### config.mk
export PLATFORM = sky130hd
export DESIGN_NAME = branch_ctrl
export DESIGN_NICKNAME = d
export VERILOG_FILES = /design/src/rtl/branch_pkg.sv /design/src/rtl/ret_stack.sv /design/src/rtl/branch_ctrl.sv
export SDC_FILE = /design/constraint.sdc
export NUM_CORES = 1
export LEC_CHECK = 0
export ABC_AREA = 1
export BUFFER_PORTS_ARGS = -buffer_cell sky130_fd_sc_hd__buf_2
export CAP_MARGIN = 10
export CORE_MARGIN = 5
export CORE_UTILIZATION = 50
export DETAILED_ROUTE_END_ITERATION = 16
export PLACE_DENSITY_LB_ADDON = 0.25
export SLEW_MARGIN = 20
export SYNTH_ARGS = -nofsm -noshare
export SYNTH_HDL_FRONTEND = slang
export SYNTH_HIERARCHICAL = 1
export SYNTH_SLANG_ARGS = --single-unit
### constraint.sdc
create_clock -name clk -period 2.4 [get_ports clk]
set_input_delay 0.6 -clock clk [delete_from_list [all_inputs] [get_ports clk]]
set_output_delay 0.6 -clock clk [all_outputs]
set_load 0.01 [all_outputs]
### src/rtl/branch_pkg.sv
// branch_pkg
// Shared definitions for the branch-decision unit and the instruction decoder
// that drives it: the 3-bit branch opcode encoding and the controller states.
package branch_pkg;

  localparam int BR_OP_W = 3;

  // Opcode encoding is shared with the decoder; values are fixed.
  typedef enum logic [BR_OP_W-1:0] {
    OP_NOP  = 3'd0,
    OP_JMP  = 3'd1,
    OP_BZ   = 3'd2,
    OP_BNZ  = 3'd3,
    OP_BN   = 3'd4,
    OP_CALL = 3'd5,
    OP_RET  = 3'd6,
    OP_HALT = 3'd7
  } br_op_t;

  typedef enum logic {
    RUN    = 1'b0,
    HALTED = 1'b1
  } bc_state_t;

endpackage

### src/rtl/ret_stack.sv
// ret_stack
// Small LIFO of return addresses for CALL/RET.
// Ports:
//   clk, reset      clock, synchronous active-high reset (clears the pointer)
//   push, pop       push/pop strobes; ignored when full/empty respectively
//   push_data [D]   address pushed on a push
//   top [D]         current top entry (0 when empty)
//   full, empty     occupancy flags
// The owner never asserts push and pop in the same cycle.
module ret_stack #(
  parameter int D        = 8,
  parameter int RS_DEPTH = 4
) (
  input  logic         clk,
  input  logic         reset,
  input  logic         push,
  input  logic         pop,
  input  logic [D-1:0] push_data,
  output logic [D-1:0] top,
  output logic         full,
  output logic         empty
);

  localparam int PW = $clog2(RS_DEPTH + 1);
  localparam int IW = (RS_DEPTH > 1) ? $clog2(RS_DEPTH) : 1;

  logic [D-1:0]  mem [RS_DEPTH];
  logic [PW-1:0] ptr;      // number of valid entries
  logic [PW-1:0] top_ptr;

  assign full    = (ptr == PW'(RS_DEPTH));
  assign empty   = (ptr == '0);
  assign top_ptr = ptr - PW'(1);
  assign top     = empty ? '0 : mem[top_ptr[IW-1:0]];

  // NOTE: sequential state is written with non-blocking assignments so every
  // register samples pre-edge values regardless of process ordering.
  always_ff @(posedge clk) begin
    if (reset) begin
      ptr <= '0;
    end else if (push && !full) begin
      ptr <= ptr + PW'(1);
    end else if (pop && !empty) begin
      ptr <= ptr - PW'(1);
    end
  end

  // NOTE: the storage array is deliberately not reset; clearing the pointer
  // makes every entry invalid, and leaving the array out of reset lets it map
  // onto plain RAM/flops without a reset fan-out.
  always_ff @(posedge clk) begin
    if (push && !full) begin
      mem[ptr[IW-1:0]] <= push_data;
    end
  end

endmodule

### src/rtl/branch_ctrl.sv
// branch_ctrl
// Branch-decision unit on the driving side of the program counter. Produces
// the branch/target pair the PC samples at the next edge, and owns the flag
// register, the absolute-target LUT, the return stack and the HALT state.
// Ports:
//   clk, reset            clock, synchronous active-high reset
//   prog_ctr [D]          current PC
//   instr_valid           br_op/br_idx meaningful this cycle
//   br_op [3], br_idx     branch opcode and LUT index
//   flag_we, zero_in, neg_in          flag register load
//   lut_we, lut_waddr, lut_wdata      LUT write port
//   branch, target [D]    combinational decision for this cycle
//   halted                controller is in HALTED
//   rs_err                sticky return-stack overflow/underflow
module branch_ctrl
  import branch_pkg::*;
#(
  parameter int D         = 8,
  parameter int LUT_DEPTH = 16,
  parameter int RS_DEPTH  = 4,
  parameter int LW        = $clog2(LUT_DEPTH)
) (
  input  logic          clk,
  input  logic          reset,
  input  logic [D-1:0]  prog_ctr,
  input  logic          instr_valid,
  input  logic [2:0]    br_op,
  input  logic [LW-1:0] br_idx,
  input  logic          flag_we,
  input  logic          zero_in,
  input  logic          neg_in,
  input  logic          lut_we,
  input  logic [LW-1:0] lut_waddr,
  input  logic [D-1:0]  lut_wdata,
  output logic          branch,
  output logic [D-1:0]  target,
  output logic          halted,
  output logic          rs_err
);

  bc_state_t    state, state_next;
  br_op_t       op;
  logic         z_flag, n_flag;
  logic [D-1:0] lut [LUT_DEPTH];
  logic [D-1:0] lut_rd;
  logic         rs_push, rs_pop, rs_full, rs_empty, err_set;
  logic [D-1:0] rs_top;

  assign op     = br_op_t'(br_op);
  assign lut_rd = lut[br_idx];   // reads pre-write contents on a same-index write
  assign halted = (state == HALTED);

  ret_stack #(.D(D), .RS_DEPTH(RS_DEPTH)) u_ret_stack (
    .clk       (clk),
    .reset     (reset),
    .push      (rs_push),
    .pop       (rs_pop),
    .push_data (prog_ctr + D'(1)),   // wraps mod 2^D
    .top       (rs_top),
    .full      (rs_full),
    .empty     (rs_empty)
  );

  // State register.
  always_ff @(posedge clk) begin
    if (reset) state <= RUN;
    else       state <= state_next;
  end

  // Next-state logic: HALTED is left only through reset.
  always_comb begin
    state_next = state;
    if (state == RUN && instr_valid && op == OP_HALT) state_next = HALTED;
  end

  // Output / decision logic.
  // NOTE: every output of this block gets a default before the case so no
  // path leaves a signal unassigned, which would infer a latch.
  always_comb begin
    branch  = 1'b0;
    target  = '0;
    rs_push = 1'b0;
    rs_pop  = 1'b0;
    err_set = 1'b0;
    if (reset) begin
      // Outputs forced low; gating the push here also discards a CALL.
    end else if (state == HALTED) begin
      branch = 1'b1;
      target = prog_ctr;
    end else if (instr_valid) begin
      unique case (op)
        OP_NOP: ;
        OP_JMP: begin
          branch = 1'b1;
          target = lut_rd;
        end
        OP_BZ, OP_BNZ, OP_BN: begin
          // Uses the registered flags; a same-cycle flag_we is not bypassed.
          branch = (op == OP_BZ)  ?  z_flag :
                   (op == OP_BNZ) ? !z_flag : n_flag;
          target = branch ? lut_rd : '0;
        end
        OP_CALL: begin
          if (rs_full) begin
            err_set = 1'b1;
          end else begin
            branch  = 1'b1;
            target  = lut_rd;
            rs_push = 1'b1;
          end
        end
        OP_RET: begin
          if (rs_empty) begin
            err_set = 1'b1;
          end else begin
            branch = 1'b1;
            target = rs_top;
            rs_pop = 1'b1;
          end
        end
        OP_HALT: begin
          branch = 1'b1;
          target = prog_ctr;
        end
        default: ;
      endcase
    end
  end

  // Flags, LUT and error flag keep updating in every state.
  always_ff @(posedge clk) begin
    if (reset) begin
      z_flag <= 1'b0;
      n_flag <= 1'b0;
      rs_err <= 1'b0;
    end else begin
      if (flag_we) begin
        z_flag <= zero_in;
        n_flag <= neg_in;
      end
      if (err_set) rs_err <= 1'b1;
    end
  end

  // LUT contents are architecturally visible after reset, so they are cleared.
  always_ff @(posedge clk) begin
    if (reset) begin
      for (int i = 0; i < LUT_DEPTH; i++) lut[i] <= '0;
    end else if (lut_we) begin
      lut[lut_waddr] <= lut_wdata;
    end
  end

endmodule

==> Word level (Yosys, flattened, before mapping) <==
Memories as Yosys holds them, arrays and structs flattened.
Index checks and enable logic that the tools add are counted.
{ "word_totals": {"ff_bits": 7, "latchBits": 0, "ram_bits": 160, "romBits": 0, "out_inout_bits": 11, "n_memories": 2} }
{ "mem_list": {"columns": ["name", "words", "word_bits", "read_ports", "rd_ports_with_merged_regs", "wr", "line_no", "source"], "rows": [
  ["lut", 16, 8, 1, 0, 16, "branch_ctrl.sv:44", "logic [D-1:0] lut [LUT_DEPTH];"],
  ["u_ret_stack.mem", 4, 8, 1, 0, 1, "ret_stack.sv:27", "logic [D-1:0] mem [RS_DEPTH];"]
]} }
{ "op_classes": {"add_sub_neg": 3, "multipliers": 0, "div_mod_pow": 0, "n_lt_le_gt_ge": 0, "eq_ne": 8, "shift": 0, "muxes": 41, "bitwise": 1, "n_reduce_logical": 12} }
{ "op_table": {"columns": ["op", "count"], "rows": [
  ["$mux 8", 7],
  ["$pmux 8 s5", 1],
  ["$mux 1", 28],
  ["$eq 3x3->1 const B", 5],
  ["$add 8x1->8 const B", 1],
  ["$reduce_or 8->1", 1],
  ["$eq 3x2->1 const B", 2],
  ["$mux 3", 2],
  ["$logic_and 1x1->1", 4],
  ["$mux 4", 1],
  ["$pmux 1 s4", 1],
  ["$add 3x1->3 const B", 1],
  ["$eq 3x1->1 const B", 1],
  ["$logic_not 1->1", 3],
  ["$logic_not 3->1", 1],
  ["$reduce_or 3->1", 1],
  ["$sub 3x1->3 const B", 1],
  ["$pmux 1 s2", 1],
  ["$reduce_bool 2->1", 1],
  ["$reduce_or 2->1", 1],
  ["$not 1->1", 1]
]} }

==> Longest topological paths before layout <==
Gate-level depths: netlist of run 1.
{ "depth": {"word_depth": 9, "ltp_mapped": 14, "depth_no_buf": 12} }

==> Hierarchy <==
Netlist of run 1, hierarchy kept.
{ "modules_own_cells": {"columns": ["module", "n_inst", "cells_each", "area_per_inst_um2", "seq_area_each_um2"], "rows": [
  ["branch_ctrl", 1, 716, 6542.5, 3923.8],
  ["ret_stack", 1, 140, 1564.0, 1021.0]
]} }

==> Worst setup path before layout of run 1 <==
No wires, ideal clock.
{ "synth_timing": {"path_kind": "register to output", "from": "register u_ret_stack.ptr[0]", "to": "output port target[0]", "arrival_ps": 1821, "slack_ps": -21, "stages_incl_launch_ff": 13, "cell_sequence": "dfxtp_1 > buf_6 > inv_2 > buf_6 > ha_1 > buf_6 > nor2_1 > o21ai_0 > a21oi_1 > a22oi_1 > nand2_1 > nand2_1 > a21oi_1"} }
{ "synth_via": {"elab_chain_cells": 7} }
{ "synth_rtl": {"columns": ["item", "line_no", "source"], "rows": [
  ["start, declared", "ret_stack.sv:28", "logic [PW-1:0] ptr;"],
  ["start signal, assigned", "ret_stack.sv:42", "ptr <= ptr + PW'(1);"],
  ["start signal, assigned", "ret_stack.sv:44", "ptr <= ptr - PW'(1);"],
  ["$sub 3x1->3", "ret_stack.sv:33", "assign top_ptr = ptr - PW'(1);"],
  ["$mem_v2 4x8", null, null],
  ["via rs_top[0]", "branch_ctrl.sv:47", "logic [D-1:0] rs_top;"],
  ["$mux 8", "branch_ctrl.sv:113", "if (rs_empty) begin"],
  ["$pmux 8 s5", "branch_ctrl.sv:91", "unique case (op)"],
  ["$mux 8", "branch_ctrl.sv:90", "end else if (instr_valid) begin"],
  ["$mux 8", "branch_ctrl.sv:87", "end else if (state == HALTED) begin"],
  ["$mux 8", "branch_ctrl.sv:85", "if (reset) begin"],
  ["end, declared", "branch_ctrl.sv:36", "output logic [D-1:0] target,"]
]} }
The timed path passes the listed nets, and every way through them passes these cells.

==> Final worst setup path of run 1 <==
{ "layout_timing": {"from": "register u_ret_stack.ptr[0]", "to": "output port target[1]"} }
Same word-level chain as after synthesis.

==> results of run 1 <==
-- power by group --
part | total (mW) | internal (mW) | switching, mW
sequential | 3.37 | 3.33 | 0.0474
clock | 2.63 | 1.52 | 1.10
combinational | 0.679 | 0.229 | 0.451
-- flip-flops by register name, indices dropped and copies added, names as in the netlist --
register         count
rs_err               1
u_ret_stack/ptr      3
u_ret_stack/mem     32
z_flag               1
lut                128
halted               1
n_flag               1
-- kinds of logic after synthesis --
group	share of synthesized area [%]
DFF	61.0
adders and majority gates	1.08
AOI/OAI and AO/OA	3.95
and+or+nand+nor	28.3
xor gates and xnor gates	0.648
buffers and inverters	5.06
-- per-stage QoR --
stage / util (%) / cells
6_report: 61.5 / 1182
2_1_floorplan: - / 856
3_5_place_dp: 56.0 / 1141
3_3_place_gp: 56.0 / 1141
5_1_grt: 61.5 / 1182
4_1_cts: 60.9 / 1181
-- routing by layer --
layer	routed length, um	GRT usage [%]
met5	0	0
met4	565	9.53
met3	1650	5.48
met2	10500	39.0
met1	8690	30.7
-- cell usage after synthesis, drive strengths merged (3+ instances only) --
cell type	number	share of area (%)
a21oi	25	1.8
a22oi	8	0.74
buf	28	2.7
clkbuf	12	0.56
dfxtp	7	1.7
edfxtp	160	59
ha	7	1.1
inv	38	1.8
nand2	245	12
nand3	111	6.9
nor2	179	8.4
nor3	6	0.93
o21ai	21	1.3
xnor2	3	0.32
xor2	3	0.32
-- worst min-delay path, stage by stage --
cell	delay [ns]
buf_2	0.08
nor2_1	0.03
nor2_1	0.08
-- what timing repair did --
action                                 CTS  global route
buffers inserted                         6             1
cloned                                   2             0
gates resized for setup                 43            27
setup endpoints to repair                9             9
endpoints found under the hold margin    0             0
pin swaps                               28            18
-- layout make-up --
class	count	area, sq um
flip-flops and latches	167	4950
fillers	1347	6110
clock inverters	13	130
repair buffers	116	875
inverters	38	153
clock buffers	19	433
multi-input cells	613	2960
well taps	216	270
-- worst max path at each step --
stage / start / end / slack (ns) / cells after the start
final: u_ret_stack/ptr[0] / target[1] / -0.28 / 11
after global routing: u_ret_stack/ptr[0] / target[5] / -0.38 / 11
after CTS: u_ret_stack/ptr[1] / target[1] / -0.28 / 11
after detailed placement: br_idx[0] / target[1] / -0.17 / 14
after global placement: br_idx[0] / target[3] / -0.14 / 14
after floorplan: u_ret_stack/ptr[0] / target[0] / 0.01 / 12
==> reports/metrics.cfg, run 1 <==
[global_route]
antenna_found_initial = 0
grt_max_degree = 48
grt_util_all_layers_pct = 23.8
first_global_vias = 6352
grt_first_pass_wirelength_um = 33400
grt_remaining_overflow = 0

[critical_path]
end_kind = output port
timing.rr.start = u_ret_stack/ptr[0]
cp.arrival_ns = 2.08
path_buf_inv = 3
slowest_delay_ns = 0.35
r2r_cells = 12
r2r_end = u_ret_stack/ptr[0]
startpoint_type = flip-flop
worstPathMaxFanout = 4
r2r_setup_slack_ns = 0.21
cp_slowest_cell = dfxtp_2
cp_top_family = compound AO/OA/AOI/OAI gates
worstSetupPathType = reg2out
crit_required_ns = 1.80
path_cells = inv_4, ha_4, buf_6, nor2_4, o21ai_2, a21oi_4, a22oi_1, nand2_1, nand2_2, a21oi_2, buf_2

[synth]
synth-seq-area-share_pct = 61.0
yosys.cell_types.count = 29
syn_nets = 897
syn_area_sq_mm = 0.00811
synth_warnings = 6
synth_cells = 856
ys_ff_latch = 167
synth-async-reset-ratio_pct = 0
syn_area_per_cell_sq_um = 9.47
synth_edf_count = 160
synth_flop_cell = edfxtp_1

[sta]
hold_viol = 0
tns_ns = -2.26
fin_hold_ws_ns = 0.410
period_minus_slack_ns = 2.68
tightest_slew_ns = 0.774
relSlewSlack_pct = 48.4
rsz0062_at_grt = yes
finalClockSkew_ns = 0.00626
period_share_pct = 112
fmax_mhz = 373
layout_setup_ws_ns = -0.279
slew_viol_final = 0
finalSetupViolations = 9

[worst_hold_path]
min_path_type = in2reg
holdPathStages = 3
hold_path_end = n_flag
hp-start = neg_in

[detailed_routing]
drc = 0
ant_nets = 0
dr.pass1.iters = 5
vias = 6515
drt_iter0_drc = 677
avgRoutedWirePerCell_um = 18.1
wl_um = 21400
avgViaCountPerCell = 5.51

[placement]
place_congestion = 0.879
place_area_sq_mm = 0.00889
port_buffers = 44
hpwl_um = 14400
pre_cts_ws_ns = -0.174

[finish]
drive_gt1_share_pct = 23.0
final_area_sq_mm = 0.00977
layout_commonest_cell = nand2_1
fin_nets = 994
syn_to_final_growth_pct = 20.5
mostFrequentLayoutCells = nand2_1, nor2_1, edfxtp_1
antennaDiodeCount = 0

[floorplanning]
rows = 46
core_sq_mm = 0.0159
start_util_pct = 51.0
fp.dieH_um = 137
die-area_sq_mm = 0.0189
die_x_um = 137
ios = 45

[clock_tree]
cts_buffer_depth = 2
htreeDepth = 4
clkSlewWorstSetupHoldPaths_ns = 0.06
cts_tree = yes
clock_sinks = 167
clk_latency_ns = 0.43
hold_buffers = 0
ctsRootBufferMaster = clkbuf_16
numCtsBuffers = 17

[pwr]
powerDensity_mw_per_mm2 = 684
ir_drop_v = 0.000556
p_leak_nw = 3.96
power_mw = 6.68

[run]
cap_violations = 0

[status]
status = complete, but fails checks
violations = negative setup slack

Note: power is estimated with default switching activity, not from simulation.
==> run 2, diff against run 1 <==
- BUFFER_PORTS_ARGS: -buffer_cell sky130_fd_sc_hd__buf_2 -> not set
- DONT_BUFFER_PORTS: not set -> 1
==> run 2 against run 1 <==
  * The flow still finishes with violations (negative setup slack)
  * Sequential share of layout area is 3.4 points higher
  * Global-route usage is 1.6 points lower
  * Count of clock-buffer cells in the layout is 2 lower
  * Power is 2.0% lower
  * Worst setup slack better by 0.048 ns
  * Via count is 8.0% lower
  * Register-to-register slack better by 0.38 ns
  * Worst hold slack worse by 0.18 ns
  * Combinational power is 23% lower
  * First-iteration DRC count is 12% lower
  * Final cell count is 6.3% lower
  * Largest power group unchanged
  * Highest routed layer unchanged
==> reports/metrics.cfg, run 2 (same netlist as run 1, synthesis figures left out) <==
[floorplanning]
die_x_um = 137  ; unchanged
die-area_sq_mm = 0.0189  ; unchanged
start_util_pct = 51.0  ; unchanged
fp.dieH_um = 137  ; unchanged
ios = 45  ; unchanged
core_sq_mm = 0.0159  ; unchanged
rows = 46  ; unchanged

[clock_tree]
clkSlewWorstSetupHoldPaths_ns = 0.07  ; was 0.06 ns
clock_sinks = 167  ; unchanged
ctsRootBufferMaster = clkbuf_16  ; unchanged
cts_tree = yes  ; unchanged
numCtsBuffers = 17  ; unchanged
cts_buffer_depth = 2  ; unchanged
clk_latency_ns = 0.43  ; about the same
hold_buffers = 0  ; unchanged
htreeDepth = 4  ; unchanged

[sta]
relSlewSlack_pct = 48.5  ; was 48.4%
tightest_slew_ns = 0.772  ; was 0.774 ns
period_minus_slack_ns = 2.63  ; was 2.68 ns
finalSetupViolations = 9  ; unchanged
layout_setup_ws_ns = -0.232  ; was -0.279 ns
hold_viol = 0  ; unchanged
fmax_mhz = 380  ; was 373 MHz
rsz0062_at_grt = yes  ; unchanged
period_share_pct = 110  ; was 112%
finalClockSkew_ns = 0.00534  ; was 0.00626 ns
slew_viol_final = 0  ; unchanged

[critical_path]
r2r_end = u_ret_stack/mem[0][4]  ; was u_ret_stack/ptr[0]
critPathCapture = target[0]  ; was target[1]
r2r_cells = 8  ; was 12
crit_required_ns = 1.80  ; about the same
worstPathMaxFanout = 8  ; was 4
critPathLaunch = u_ret_stack/ptr[1]  ; was u_ret_stack/ptr[0]
slowest_delay_ns = 0.37  ; was 0.35 ns
cp_slowest_cell = ha_4  ; was dfxtp_2
timing.rr.start = halted  ; was u_ret_stack/ptr[0]
path_cells = inv_4, ha_4, inv_8, nor2_2, o21ai_1, a21oi_2, a22oi_2, nand2_1, nand2_1, a21oi_2  ; was inv_4, ha_4, buf_6, nor2_4, o21ai_2, a21oi_4, a22oi_1, nand2_1, nand2_2, a21oi_2, buf_2
r2r_setup_slack_ns = 0.59  ; was 0.21 ns
worstSetupPathType = reg2out  ; unchanged
end_kind = output port  ; unchanged
cp.arrival_ns = 2.03  ; was 2.08 ns
startpoint_type = flip-flop  ; unchanged

[pwr]
ir_drop_v = 0.000508  ; was 0.000556 V
p_leak_nw = 3.59  ; was 3.96 nW
powerDensity_mw_per_mm2 = 716  ; was 684 mW/mm^2
power_mw = 6.55  ; was 6.68 mW

[detailed_routing]
avgViaCountPerCell = 5.41  ; was 5.51
vias = 5997  ; was 6515
dr.pass1.iters = 5  ; unchanged
ant_nets = 0  ; unchanged
drt_iter0_drc = 597  ; was 677
avgRoutedWirePerCell_um = 18.0  ; was 18.1 um
wl_um = 19900  ; was 21400 um
drc = 0  ; unchanged

[placement]
hpwl_um = 13200  ; was 14400 um
place_congestion = 0.844  ; was 0.879
place_area_sq_mm = 0.00845  ; was 0.00889 sq mm
port_buffers = 0  ; was 44
pre_cts_ws_ns = -0.142  ; was -0.174 ns

[finish]
antennaDiodeCount = 0  ; unchanged
top_register = lut  ; unchanged
layout_commonest_cell = nand2_1  ; unchanged
syn_to_final_growth_pct = 12.9  ; was 20.5%
final_area_sq_mm = 0.00915  ; was 0.00977 sq mm
largest_reg_flops = 128  ; unchanged
drive_gt1_share_pct = 14.7  ; was 23.0%
mostFrequentLayoutCells = nand2_1, nor2_1, edfxtp_1  ; unchanged
fin_nets = 920  ; was 994

[global_route]
first_global_vias = 5744  ; was 6352
grt_first_pass_wirelength_um = 30900  ; was 33400 um
grt_remaining_overflow = 0  ; unchanged
grt_max_degree = 66  ; was 48
antenna_found_initial = 0  ; unchanged
grt_util_all_layers_pct = 22.2  ; was 23.8%

[run]
cap_violations = 0  ; unchanged

[status]
status = complete, but fails checks  ; unchanged
violations = negative setup slack  ; unchanged

[worst_hold_path]
min_path_type = in2reg  ; unchanged

run 2: cell types whose count changed in the layout (fill, tap and decap cells not counted), sizes merged:
cell / previous run / this run
inv: 39 / 45
clkinv: 9 / 6
nand2: 246 / 245
bufinv: 2 / 1
clkbuf: 19 / 17
clkinvlp: 1 / 2
buf: 116 / 43
nor2: 180 / 179
run 2: worst min path at each step:
| stage | slack [ns] | endpoint | cells after the start | startpoint |
|---|---|---|---|---|
| 6_report | 0.23 | u_ret_stack/ptr[1] | 1 | reset |
| 5_1_grt | 0.21 | u_ret_stack/ptr[0] | 1 | reset |
| 4_1_cts | 0.21 | u_ret_stack/ptr[1] | 1 | reset |
| 3_5_place_dp | 0.52 | n_flag | 2 | n_flag |
| 3_3_place_gp | 0.51 | n_flag | 2 | n_flag |
| 2_1_floorplan | 0.47 | n_flag | 2 | n_flag |
run 2: what timing repair did:
action,CTS,global route
pin swaps,25,26
endpoints found under the setup margin,9,9
buffers inserted,4,0
gates cloned,1,0
gates resized for setup,19,9
run 2: layout make-up:
class,count,area [sq um]
Timing Repair Buffer,43,368
Clock buffer,17,425
Tap cell,216,270
Fill cell,1404,6740
Clock inverter,15,145
Timing Repair inverter,1,6.26
Inverter,38,153
Multi-Input combinational cell,611,2840
Sequential cell,167,4950
run 2: power breakdown:
group | total, mW | switching (mW) | internal [mW]
Sequential | 3.37 | 0.0428 | 3.33
Clock | 2.66 | 1.21 | 1.45
Combinational | 0.520 | 0.360 | 0.160
run 2: routing by layer:
metal | vias up | track usage [%] | share of wire [%]
met2 | 219 | 36.7 | 49
li1 | 2912 | - | -
met1 | 2823 | 28.9 | 41
met5 | - | 0 | 0
met3 | 43 | 4.64 | 7.4
met4 | 0 | 8.31 | 2.6
run 2: metrics by stage:
stage	utilization [%]	instances	setup TNS, ns	hold WS (ns)
2_1_floorplan	-	856	0	0.474
3_3_place_gp	53.2	1071	-0.574	0.506
3_5_place_dp	53.2	1071	-0.672	0.519
4_1_cts	57.4	1108	-1.86	0.210
5_1_grt	57.6	1108	-2.68	0.211
6_report	57.6	1108	-1.62	0.226
run 2: worst max-delay path, delay by kind of cell (launching register included):
family / cells / cell delay (ns)
compound gates: 4 / 0.51
fa+ha+maj: 1 / 0.37
buf+inv: 2 / 0.12
flops: 1 / 0.35
simple gates: 3 / 0.23
==> run 3, diff against run 2 <==
- ABC_AREA: 1 -> not set
==> run 3 against run 2 <==
  * Core utilization up 0.35 points
  * Synthesized cell count down 36%
  * Sequential power about the same
  * Final cell count down 26%
  * The flow still finishes with violations (negative setup slack)
  * Non-clock buffer count up 3
  * Largest power group unchanged
  * Sequential share of layout area down 0.13 points
  * Clock power down 2%
  * Wire length down 3.1%
==> reports/metrics.cfg, run 3 <==
[synth]
synth_flop_cell = edfxtp_1  ; unchanged
syn_area_per_cell_sq_um = 14.6  ; was 9.47 sq um
post-synth-top-count-cell = edfxtp_1  ; was nand2_1
synth_cells = 549  ; was 856
synth-seq-area-share_pct = 61.5  ; was 61.0%
syn_area_sq_mm = 0.00804  ; was 0.00811 sq mm
synth_common_cells = edfxtp_1, and2_1, mux4_2, clkbuf_1, nor2_1  ; was nand2_1, nor2_1, edfxtp_1, nand3_1, inv_1
synth_top_area_cell = edfxtp_1  ; unchanged
synthTopCellsByArea = edfxtp_1, and2_1, mux4_2  ; was edfxtp_1, nand2_1, nor2_1
yosys.cell_types.count = 47  ; was 29
ys_ff_latch = 167  ; unchanged
synth_top_area_share_pct = 59.8  ; was 59.3%
synth_warnings = 6  ; unchanged
synth-async-reset-ratio_pct = 0  ; unchanged
synth_edf_count = 160  ; unchanged
syn_nets = 590  ; was 897

[clock_tree]
ctsRootBufferMaster = clkbuf_16  ; unchanged
clkSlewWorstSetupHoldPaths_ns = 0.07  ; about the same
clock_sinks = 167  ; unchanged
htreeDepth = 4  ; unchanged
cts_tree = yes  ; unchanged
clk_latency_ns = 0.44  ; was 0.43 ns
hold_buffers = 0  ; unchanged
cts_buffer_depth = 2  ; unchanged
numCtsBuffers = 17  ; unchanged

[critical_path]
cp_top_family = multiplexers  ; was compound AO/OA/AOI/OAI gates
startpoint_type = flip-flop  ; unchanged
path_buf_inv = 1  ; was 2
path_cells = mux4_2, mux2_2, a22o_1, a222oi_1, a211oi_1, buf_4  ; was inv_4, ha_4, inv_8, nor2_2, o21ai_1, a21oi_2, a22oi_2, nand2_1, nand2_1, a21oi_2
cp.arrival_ns = 2.40  ; was 2.03 ns
cp_slowest_cell = mux4_2  ; was ha_4
slowest_delay_ns = 0.47  ; was 0.37 ns
worstPathMaxFanout = 1  ; was 8
worstSetupPathType = reg2out  ; unchanged
crit_required_ns = 1.80  ; about the same
end_kind = output port  ; unchanged

[detailed_routing]
wl_met1_um = 8300  ; was 8170 um
dr_wl_met3_um = 1570  ; was 1480 um
drt_iter0_drc = 488  ; was 597
vias = 4770  ; was 5997
avgViaCountPerCell = 5.85  ; was 5.41
dr.pass1.iters = 5  ; unchanged
wl_um = 19300  ; was 19900 um
drc = 0  ; unchanged
dr_wl_met2_um = 8980  ; was 9740 um
avgRoutedWirePerCell_um = 23.6  ; was 18.0 um
top_layer = met4  ; unchanged
ant_nets = 0  ; unchanged

[pwr]
power_frac_clock_pct = 40.9  ; was 40.7%
seqPwrFrac_pct = 52.7  ; was 51.4%
p_leak_nw = 3.23  ; was 3.59 nW
p_comb_share_pct = 6.4  ; was 7.9%
ir_drop_v = 0.000511  ; was 0.000508 V
powerDensity_mw_per_mm2 = 699  ; was 716 mW/mm^2
switching_power_mw = 1.43  ; was 1.61 mW
power_mw = 6.41  ; was 6.55 mW
intPower_mw = 4.98  ; was 4.94 mW
swShare_pct = 22.3  ; was 24.6%

[status]
status = complete, but fails checks  ; unchanged
violations = negative setup slack  ; unchanged

[sta]
finalSetupViolations = 9  ; unchanged
finalClockSkew_ns = 0.00981  ; was 0.00534 ns
tightest_slew_ns = 0.580  ; was 0.772 ns
layout_setup_ws_ns = -0.603  ; was -0.232 ns
tns_ns = -4.26  ; was -1.62 ns
hold_viol = 0  ; unchanged
period_minus_slack_ns = 3.00  ; was 2.63 ns
rsz0062_at_grt = yes  ; unchanged
fin_hold_ws_ns = 0.227  ; was 0.226 ns
relSlewSlack_pct = 61.2  ; was 48.5%
period_share_pct = 125  ; was 110%
fmax_mhz = 333  ; was 380 MHz
slew_viol_final = 0  ; unchanged

[placement]
place_area_sq_mm = 0.00852  ; was 0.00845 sq mm
hpwl_um = 13300  ; was 13200 um
place_congestion = 0.834  ; was 0.844
port_buffers = 0  ; unchanged

[finish]
syn_to_final_growth_pct = 14.2  ; was 12.9%
final_area_sq_mm = 0.00917  ; was 0.00915 sq mm
multiInputGateArea_sq_mm = 0.00302  ; was 0.00284 sq mm
mostFrequentLayoutCells = edfxtp_1, and2_1, buf_4  ; was nand2_1, nor2_1, edfxtp_1
fin_nets = 628  ; was 920
largest_reg_flops = 128  ; unchanged
drive_gt1_share_pct = 26.0  ; was 14.7%
antennaDiodeCount = 0  ; unchanged
fillers = 1259  ; was 1404
layout_commonest_cell = edfxtp_1  ; was nand2_1
regArea_sq_mm = 0.00495  ; unchanged
top_register = lut  ; unchanged

[global_route]
grt_first_pass_wirelength_um = 29000  ; was 30900 um
first_global_vias = 4791  ; was 5744
grt_util_all_layers_pct = 21.6  ; was 22.2%
grt_remaining_overflow = 0  ; unchanged
grt_max_degree = 33  ; was 66
antenna_found_initial = 0  ; unchanged

[floorplanning]
die-area_sq_mm = 0.0187  ; was 0.0189 sq mm
start_util_pct = 50.8  ; was 51.0%
fp.dieH_um = 137  ; about the same
die_x_um = 137  ; about the same
rows = 46  ; unchanged
ios = 45  ; unchanged
core_sq_mm = 0.0158  ; was 0.0159 sq mm

[worst_hold_path]
min_path_type = in2reg  ; unchanged

[run]
cap_violations = 0  ; unchanged

## run 3: logic make-up (layout without fill, tap and decap cells)
logic type	after synthesis	in the layout	synth area share, %
AND/OR/NAND/NOR	232	232	17.0
adder cells (fa/ha/maj)	7	7	1.09
flip-flops	167	167	61.5
AO/OA/AOI/OAI	45	45	4.25
buffers and inverters	34	85	2.13
multiplexers	58	58	13.3
XOR/XNOR	6	6	0.654
## run 3: what timing repair did
item	CTS	global route
endpoints found under the setup margin	9	9
resized for setup	22	11
setup buffers	2	0
pin swaps	21	14
## run 3: metal layers
metal	track usage, %	vias up
li1	-	2131
met1	31.3	2413
met2	32.5	195
met3	4.93	31
met4	7.32	0
met5	0	-
## run 3: area by class of cell
cell class	count	share of cell area, %
Clock buffer	18	4.68
Sequential cell	167	53.9
Timing Repair Buffer	46	3.85
Tap cell	216	2.95
Clock inverter	14	1.34
Inverter	7	0.286
Multi-Input combinational cell	348	33.0
## run 3: final timing paths
check,start,endpoint,slack (ns),cells after the start
worst max register to register,u_ret_stack/ptr[0],u_ret_stack/mem[3][3],0.23,8
worst min-delay path,reset,n_flag,0.23,1
worst max-delay path,lut[1][3],target[3],-0.60,6
worst min register to register,n_flag,n_flag,0.50,2
## run 3: power groups by stage
stage	clock network, mW	registers [mW]	logic (mW)
after global placement	0	3.43	0.381
after global routing	2.76	3.39	0.436
final	2.62	3.38	0.408
after CTS	2.65	3.38	0.401
after detailed placement	0	3.44	0.391
after floorplan	0	3.41	0.330
## run 3: through the flow
stage                     cells  util [%]  setup WS [ns]
after detailed placement    782      53.8         -0.416
final                       816      58.0         -0.603
after CTS                   816      57.6         -0.620
after global routing        816      58.0         -0.661
after floorplan             549         -         -0.376
after global placement      782      53.8         -0.401
